===== src/rtl/cdb_pkg.sv =====
// Shared types and constants for the common data bus arbiter.
package cdb_pkg;

    localparam int unsigned CDB_PORTS = 4;
    localparam int unsigned ROB_TAG_W = 4;
    localparam int unsigned DATA_W    = 32;

    localparam logic [ROB_TAG_W-1:0] NULL_TAG = '0;

    typedef struct packed {
        logic [ROB_TAG_W-1:0] tag;
        logic [DATA_W-1:0]    value;
        logic                 isjump;
        logic [DATA_W-1:0]    jump_addr;
    } cdb_entry_t;

    function automatic logic [1:0] onehot_to_idx(input logic [CDB_PORTS-1:0] oh);
        logic [1:0] idx;
        idx = '0;
        for (int i = 0; i < CDB_PORTS; i++) begin
            if (oh[i]) idx = 2'(i);
        end
        return idx;
    endfunction

endpackage


===== src/rtl/cdb_arbiter_if.sv =====
// Producer-side request bus and CDB broadcast outputs of the arbiter.
interface cdb_arbiter_if;

    logic [cdb_pkg::CDB_PORTS-1:0]                    req_valid;
    logic [cdb_pkg::CDB_PORTS*cdb_pkg::ROB_TAG_W-1:0] req_tag;
    logic [cdb_pkg::CDB_PORTS*cdb_pkg::DATA_W-1:0]    req_value;
    logic [cdb_pkg::CDB_PORTS-1:0]                    req_isjump;
    logic [cdb_pkg::CDB_PORTS*cdb_pkg::DATA_W-1:0]    req_jump_addr;
    logic [cdb_pkg::CDB_PORTS-1:0]                    req_ready;

    logic [cdb_pkg::ROB_TAG_W-1:0] out_cdb_rob_tag;
    logic [cdb_pkg::DATA_W-1:0]    out_cdb_value;
    logic                          out_cdb_isjump;
    logic [cdb_pkg::DATA_W-1:0]    out_cdb_jump_addr;

    modport master (
        output req_valid, req_tag, req_value, req_isjump, req_jump_addr,
        input  req_ready,
        input  out_cdb_rob_tag, out_cdb_value, out_cdb_isjump, out_cdb_jump_addr
    );

    modport slave (
        input  req_valid, req_tag, req_value, req_isjump, req_jump_addr,
        output req_ready,
        output out_cdb_rob_tag, out_cdb_value, out_cdb_isjump, out_cdb_jump_addr
    );

endinterface


===== src/rtl/rr_arbiter4.sv =====
// Combinational 4-way round-robin picker: first request at or above ptr_i, wrapping.
module rr_arbiter4 (
    input  logic [3:0] req_i,
    input  logic [1:0] ptr_i,
    output logic [3:0] grant_o,
    output logic       valid_o
);

    logic [1:0] idx;

    always_comb begin
        grant_o = '0;
        valid_o = 1'b0;
        idx     = '0;
        for (int k = 0; k < 4; k++) begin
            idx = ptr_i + 2'(k);
            if (!valid_o && req_i[idx]) begin
                grant_o[idx] = 1'b1;
                valid_o      = 1'b1;
            end
        end
    end

endmodule


===== src/rtl/cdb_arbiter.sv =====
// One-slot-per-port result buffer with a round-robin grant onto a registered CDB.
// CDB_BYPASS_EN: when all slots are empty, the winning incoming request goes straight out.
module cdb_arbiter
    import cdb_pkg::*;
(
    input  logic         clk,
    input  logic         rst,
    input  logic         in_flush,
    cdb_arbiter_if.slave bus
);

    cdb_entry_t           slot_q [CDB_PORTS];
    cdb_entry_t           slot_d [CDB_PORTS];
    logic [CDB_PORTS-1:0] occ_q, occ_d;
    logic [1:0]           rr_ptr_q, rr_ptr_d;
    cdb_entry_t           out_q, out_d;

    cdb_entry_t           req_ent [CDB_PORTS];
    logic [CDB_PORTS-1:0] req_live;
    logic [CDB_PORTS-1:0] arb_req;
    logic [CDB_PORTS-1:0] grant_oh;
    logic                 grant_valid;
    logic [1:0]           grant_idx;
    logic                 bypass;

    always_comb begin
        for (int i = 0; i < CDB_PORTS; i++) begin
            req_ent[i].tag       = bus.req_tag[ROB_TAG_W*i +: ROB_TAG_W];
            req_ent[i].value     = bus.req_value[DATA_W*i +: DATA_W];
            req_ent[i].isjump    = bus.req_isjump[i];
            req_ent[i].jump_addr = bus.req_jump_addr[DATA_W*i +: DATA_W];
            req_live[i]          = bus.req_valid[i] && (req_ent[i].tag != NULL_TAG);
        end
    end

`ifdef CDB_BYPASS_EN
    assign bypass = (occ_q == '0);
`else
    assign bypass = 1'b0;
`endif

    // In bypass the arbiter races the incoming requests instead of the (empty) slots.
    assign arb_req = bypass ? req_live : occ_q;

    rr_arbiter4 u_rr (
        .req_i   (arb_req),
        .ptr_i   (rr_ptr_q),
        .grant_o (grant_oh),
        .valid_o (grant_valid)
    );

    assign grant_idx     = onehot_to_idx(grant_oh);
    assign bus.req_ready = rst ? '1 : (~occ_q | grant_oh);

    always_comb begin
        slot_d   = slot_q;
        occ_d    = occ_q;
        rr_ptr_d = rr_ptr_q;
        out_d    = '0;
        if (rst) begin
            occ_d    = '0;
            rr_ptr_d = '0;
            for (int i = 0; i < CDB_PORTS; i++) slot_d[i] = '0;
        end else if (in_flush) begin
            occ_d = '0;
        end else begin
            if (grant_valid) begin
                rr_ptr_d = grant_idx + 2'd1;
                if (bypass) begin
                    out_d = req_ent[grant_idx];
                end else begin
                    out_d            = slot_q[grant_idx];
                    occ_d[grant_idx] = 1'b0;
                end
            end
            // A bypassed winner is already on its way out, so it is not also captured.
            for (int i = 0; i < CDB_PORTS; i++) begin
                if (req_live[i] && bus.req_ready[i] && !(bypass && grant_oh[i])) begin
                    occ_d[i]  = 1'b1;
                    slot_d[i] = req_ent[i];
                end
            end
        end
    end

    always_ff @(posedge clk) begin
        slot_q   <= slot_d;
        occ_q    <= occ_d;
        rr_ptr_q <= rr_ptr_d;
        out_q    <= out_d;
    end

    assign bus.out_cdb_rob_tag   = out_q.tag;
    assign bus.out_cdb_value     = out_q.value;
    assign bus.out_cdb_isjump    = out_q.isjump;
    assign bus.out_cdb_jump_addr = out_q.jump_addr;

endmodule


===== src/flat_wrapper.sv =====
// flat-port wrapper written by rule: the top's interface ports become plain ports
module cdb_arbiter_flat import cdb_pkg::*;
  (clk, rst, in_flush, bus_req_valid, bus_req_tag, bus_req_value, bus_req_isjump, bus_req_jump_addr, bus_req_ready, bus_out_cdb_rob_tag, bus_out_cdb_value, bus_out_cdb_isjump, bus_out_cdb_jump_addr);
  cdb_arbiter_if bus_i ();
  input  logic clk;
  input  logic rst;
  input  logic in_flush;
  input wire logic [$bits(bus_i.req_valid)-1:0] bus_req_valid;
  input wire logic [$bits(bus_i.req_tag)-1:0] bus_req_tag;
  input wire logic [$bits(bus_i.req_value)-1:0] bus_req_value;
  input wire logic [$bits(bus_i.req_isjump)-1:0] bus_req_isjump;
  input wire logic [$bits(bus_i.req_jump_addr)-1:0] bus_req_jump_addr;
  output wire logic [$bits(bus_i.req_ready)-1:0] bus_req_ready;
  output wire logic [$bits(bus_i.out_cdb_rob_tag)-1:0] bus_out_cdb_rob_tag;
  output wire logic [$bits(bus_i.out_cdb_value)-1:0] bus_out_cdb_value;
  output wire logic [$bits(bus_i.out_cdb_isjump)-1:0] bus_out_cdb_isjump;
  output wire logic [$bits(bus_i.out_cdb_jump_addr)-1:0] bus_out_cdb_jump_addr;
  assign bus_i.req_valid = bus_req_valid;
  assign bus_i.req_tag = bus_req_tag;
  assign bus_i.req_value = bus_req_value;
  assign bus_i.req_isjump = bus_req_isjump;
  assign bus_i.req_jump_addr = bus_req_jump_addr;
  assign bus_req_ready = bus_i.req_ready;
  assign bus_out_cdb_rob_tag = bus_i.out_cdb_rob_tag;
  assign bus_out_cdb_value = bus_i.out_cdb_value;
  assign bus_out_cdb_isjump = bus_i.out_cdb_isjump;
  assign bus_out_cdb_jump_addr = bus_i.out_cdb_jump_addr;
  cdb_arbiter u_core (.clk(clk), .rst(rst), .in_flush(in_flush), .bus(bus_i));
endmodule

===== config.mk =====
export PLATFORM = sky130hd
export DESIGN_NAME = cdb_arbiter_flat
export DESIGN_NICKNAME = d
export VERILOG_FILES = /design/src/rtl/cdb_pkg.sv /design/src/rtl/cdb_arbiter_if.sv /design/src/rtl/rr_arbiter4.sv /design/src/rtl/cdb_arbiter.sv /design/src/flat_wrapper.sv
export SDC_FILE = /design/constraint.sdc
export NUM_CORES = 1
export LEC_CHECK = 0
export CELL_PAD_IN_SITES_DETAIL_PLACEMENT = 1
export CELL_PAD_IN_SITES_GLOBAL_PLACEMENT = 2
export CORE_ASPECT_RATIO = 1.2
export CORE_UTILIZATION = 32
export DETAILED_ROUTE_END_ITERATION = 10
export GPL_TIMING_DRIVEN = 0
export PLACE_DENSITY_LB_ADDON = 0.1
export RECOVER_POWER = 25
export SLEW_MARGIN = 5
export SYNTH_ARGS = -nofsm -noshare
export SYNTH_HDL_FRONTEND = slang
export SYNTH_SLANG_ARGS = --single-unit

===== constraint.sdc =====
create_clock -name clk -period 11.2 [get_ports clk]
set_clock_uncertainty 0.15 [all_clocks]
set_input_delay 1.68 -clock clk [delete_from_list [all_inputs] [get_ports clk]]
set_output_delay 1.68 -clock clk [all_outputs]
set_load 0.01 [all_outputs]

### After elaboration in Yosys (flattened, before gate mapping)

Cells that the tools add are included.

| storage, ports and cells | value |
|---|---|
| output and inout bits | 73 |
| logic and storage cells | 122 |
| bits in registers | 351 |

| cells by class | value |
|---|---|
| $add $sub $neg | 4 |
| $lt $le $gt $ge | 11 |
| bitwise operators | 10 |
| multiplexer cells | 38 |
| reductions and logical operators | 34 |

Operator list:

| kind | number |
|---|---|
| binary-select mux 69 bit (select 2 bit) | 1 |
| 2-to-1 mux 69 bit | 2 |
| 2-to-1 mux 4 bit | 6 |
| 2-to-1 mux 1 bit | 18 |
| logical AND 1 bit | 16 |
| bitwise OR 4 bit | 4 |
| nonzero test 4 bit | 4 |
| < comparator 2 x 3 -> 1 bit (second input constant) | 5 |
| demux 1 bit (select 2 bit) | 5 |
| greater-or-equal comparator 2 x 1 -> 1 bit (second input constant) | 5 |
| AND reduction 2 bit | 5 |
| binary-select mux 1 bit (select 2 bit) | 4 |
| inverter 4 bit | 2 |
| nonzero test 2 bit | 4 |
| adder 2 x 1 -> 2 bit (second input constant) | 2 |
| adder 2 bit (second input constant) | 2 |
| bitwise AND 4 bit | 1 |
| 2-to-1 mux 2 bit | 2 |
| greater-or-equal comparator 3 bit (second input constant) | 1 |
| logical NOT 1 bit | 3 |
| inverter 2 -> 3 bit | 1 |
| OR reduction 3 bit | 1 |
| inverter 1 bit | 2 |
| OR reduction 2 bit | 1 |

### Longest topological paths before layout

| depth | value |
|---|---|
| word-level depth | 23 |
| depth in mapped cells | 16 |

### Hierarchy

From an unflattened synthesis, not the netlist that was laid out.

| second synthesis, totals | value |
|---|---|
| cell total of the unflattened synthesis | 1765 |
| area total of the unflattened synthesis | 16892.5 sq um |

By module, submodules not included:

| module | instances | sequential area each (sq um) | area an instance (sq um) | cells each |
|---|---|---|---|---|
| cdb_arbiter | 1 | 7026.7 | 16398.2 | 1703 |
| rr_arbiter4 | 1 | 0.0 | 494.2 | 62 |

### Worst setup path before layout

OpenSTA, ideal clock, no wires.

| timing path | value |
|---|---|
| path type | register -> output |
| start | reg u_core.rr_ptr_q[1] |
| end | out bus_req_ready[1] |
| setup slack | 6.817 ns |
| cell stages (with the launch flop) | 11 |
| data arrival time | 2.553 ns |
| cell sequence | dfxtp_1 -> clkbuf_1 -> inv_1 -> ha_1 -> mux2_2 -> and3_1 -> a2111oi_0 -> o2bb2ai_1 -> buf_2 -> nor2_1 -> nand2_1 |

| between the ends | value |
|---|---|
| longest elaborated chain between the ends | 14 |

Ends and longest elaborated chain:

| item | line | RTL |
|---|---|---|
| from (decl) | cdb_arbiter.sv:15 | `logic [1:0] rr_ptr_q, rr_ptr_d;` |
| from (signal assigned) | cdb_arbiter.sv:89 | `rr_ptr_q <= rr_ptr_d;` |
| branches (longest 11 deep; another with < comparator 2 x 3 -> 1 bit) | n/a |  |
| 2-to-1 mux 4 bit * | rr_arbiter4.sv:17 | `if (!valid_o && req_i[idx]) begin` |
| bitwise OR 4 bit * | cdb_arbiter.sv:53 | `assign bus.req_ready = rst ? '1 : (~occ_q \| grant_oh);` |
| 2-to-1 mux 4 bit * | cdb_arbiter.sv:53 |  |
| to (decl) | flat_wrapper.sv:13 | `output wire logic [$bits(bus_i.req_ready)-1:0] bus_req_ready;` |

Mark *: on every way between the ends. The select of a mux whose other input is x is not followed.

### Final worst setup path

| timing path | value |
|---|---|
| start | reg u_core.rr_ptr_q[1] |
| end | out bus_req_ready[2] |

The elaborated chain is that of the path after synthesis.

==> metrics.cfg <==
[grt]
overflow=0
grt_start_max_net_pins=13
grt_use_total_pct=24.4
antenna_found_initial=7
grt_first_pass_wirelength_mm=83.4
grt_pass1_vias=13600

[placement]
preCtsSetupSlack_ns=5.70
hpwl_mm=41.4
numPortBuffers=354
place_congestion=0.816

[die]
fp-row-count=84
ios=356
core_um2=43900
die_h_um=234
die_x_um=195
dieArea_um2=45600
initial_core_util_pct=32.6

[timing]
fmax_mhz=146
fin_ws_ns=4.33
setup-tns-final_ns=0
finalCriticalPeriod_ns=6.87
hold_violations=0
slew_violations=0
rsz0062_at_grt=false
setup_viol=0
relSlewSlack_pct=1.89
worst_slew_pin_slew_ns=1.46
period_share_pct=61.3

[setup_path]
cp.required_ns=9.37
critPathArrivalTime_ns=5.04
critPathMaxFanout=10
worstSetupPathType=reg -> out
start_kind=flip-flop
endpoint=bus_req_ready[2]
cp-startpoint=u_core.rr_ptr_q[1]
endpoint_kind=primary output
worstRegToRegCells=13
r2r_setup_slack_ns=5.09
r2r-end=u_core.slot_q[54]
worstReg2RegStart=u_core.rr_ptr_q[1]

[synth]
ys_ff_latch=351
synth_warnings=0
ys_types=49
synth-seq-area-share_pct=49.1
synth_edf_count=0
synthArstFlopShare_pct=0
synth_most_common_cell=dfxtp_1
syn_nets=1849
ys_top_cells_by_area=dfxtp_1 (49%), mux2i_1 (14%), nor2_1 (5.7%), nand2_1 (5.7%), a21oi_1 (5.0%)
synth_top_flop_cell=dfxtp_1
synth_cells=1556
synth_top_cell_by_area=dfxtp_1
yosys-top-cells-count=dfxtp_1 (351), nor2_1 (217), nand2_1 (216)
synth_area_per_cell_um2=9.20
synth_top_area_share_pct=49.1
netlist_area_um2=14300

[clock_tree]
clk_latency_ns=0.54
clk_pin_slew_worst_paths_ns=0.06
cts_sinks=351
ctsResizeCount=0
cts_setup_buffers=0
hold_buffers=0
numCtsBuffers=39
cts_root_buf=clkbuf_16
cts_buffer_depth=3
cts_tree=built
h-tree-depth=2

[routing]
drtIter0Drc=521
firstDrtPassIters=4
viasPerCell=5.10
drc=0
avgRoutedWirePerCell_um=22.1
routed_wl_mm=56.2
vias=13000
ant_nets=0

[power]
peakVddDrop_v=0.0000923
power_leakage_nw=8.43
p_per_area_nw_per_um2=165

[outcome]
status=complete, no violations

[finish]
finish.utilization_pct=44.9
drive_gt1_share_pct=5.51
area_growth_pct=37.7
fin_nets=2244

[job]
drv_cap=0

[min_path]
hold_class=reg -> reg

## placed cells by master, fill, tap and decap left out, drive strengths merged, types with 2 or more instances in the layout
cell type	count
mux2i	211
clkdlybuf4s50	285
o2bb2ai	2
dfxtp	351
nand3b	2
inv	10
clkinv	9
dlygate4sd3	69
a2111oi	4
nor3	8
nand2b	3
nor3b	2
o22a	2
ha	10
nor2	217
nand3	4
a2bb2oi	71
mux2	4
a22oi	68
o21ai	72
and3	7
o22ai	5
a311o	2
o41ai	4
clkbuf	150
buf	38
diode	4
nand2	216
a21oi	142
## layer usage
layer	track usage [%]	routed length, um	vias to the layer above
met5	0	35	-
met4	8.71	1790	6
met1	30.6	24400	6268
li1	-	-	6205
met3	3.93	2720	96
met2	42.1	27300	386
## cell families (layout without fill, tap and decap cells)
family,count (synthesis),in the layout,share of synthesized area (%)
AOI/OAI and AO/OA,379,379,17.4
adders and majority gates,10,10,0.874
buffers and inverters,138,562,4.62
DFF,351,351,49.1
muxes,215,215,15.2
other,0,4,0
and+or+nand+nor,463,463,12.8
## power by group
| part | total, mW | internal [mW] | leakage (nW) | switching (mW) |
|---|---|---|---|---|
| combinational | 0.628 | 0.288 | 4.94 | 0.340 |
| clock | 1.27 | 0.740 | 0.619 | 0.525 |
| sequential | 1.35 | 1.31 | 2.86 | 0.0377 |
## metrics by stage
stage | cell area, um^2 | instances | power (mW) | hold slack (ns)
floorplan | 14300 | 1556 | 1.73 | 0.283
global placement | 18600 | 2469 | 2.01 | 0.289
detailed placement | 18600 | 2469 | 2.02 | 0.295
CTS | 19800 | 2539 | 3.29 | 0.303
global route | 19700 | 2543 | 3.38 | 0.318
finish | 19700 | 2543 | 3.24 | 0.301
## worst max-delay path, stage by stage, from the launching register on
cell and delay, ns:
dfxtp_1 0.45, clkbuf_1 0.39, inv_1 0.19, ha_1 0.43, mux2_1 0.44, and3_1 0.21, a2111oi_0 0.83, a2bb2oi_1 0.73
nand3_1 0.28, clkdlybuf4s50_1 0.55
## cell type report
type,instances,area (um^2)
fill,5072,24200
sequential,351,7030
multi-input combinational,1067,6570
timing repair buffer,354,3540
clock buffer,60,1170
tap,559,699
buffer,128,589
clock inverter,10,75.1
inverter,10,37.5
antenna,4,10.0
## flip-flops by register name, summed over array words and instances, names as in the netlist
register                      cells
u_core.slot_q                   276
u_core.bus.out_cdb_jump_addr     32
u_core.bus.out_cdb_value         32
u_core.arb_req                    4
u_core.bus.out_cdb_rob_tag        4
u_core.rr_ptr_q                   2
u_core.bus.out_cdb_isjump         1
## worst min path at each step
| stage | slack, ns | depth (start not counted) | startpoint | end |
|---|---|---|---|---|
| 2_1_floorplan | 0.28 | 2 | u_core.slot_q[207] | u_core.slot_q[207] |
| 3_3_place_gp | 0.29 | 2 | u_core.slot_q[240] | u_core.slot_q[240] |
| 3_5_place_dp | 0.29 | 2 | u_core.slot_q[252] | u_core.slot_q[252] |
| 4_1_cts | 0.30 | 2 | u_core.slot_q[258] | u_core.slot_q[258] |
| 5_1_grt | 0.32 | 2 | u_core.slot_q[222] | u_core.slot_q[222] |
| 6_report | 0.30 | 2 | u_core.slot_q[272] | u_core.slot_q[272] |
Note: power is estimated with default switching activity, not from simulation.
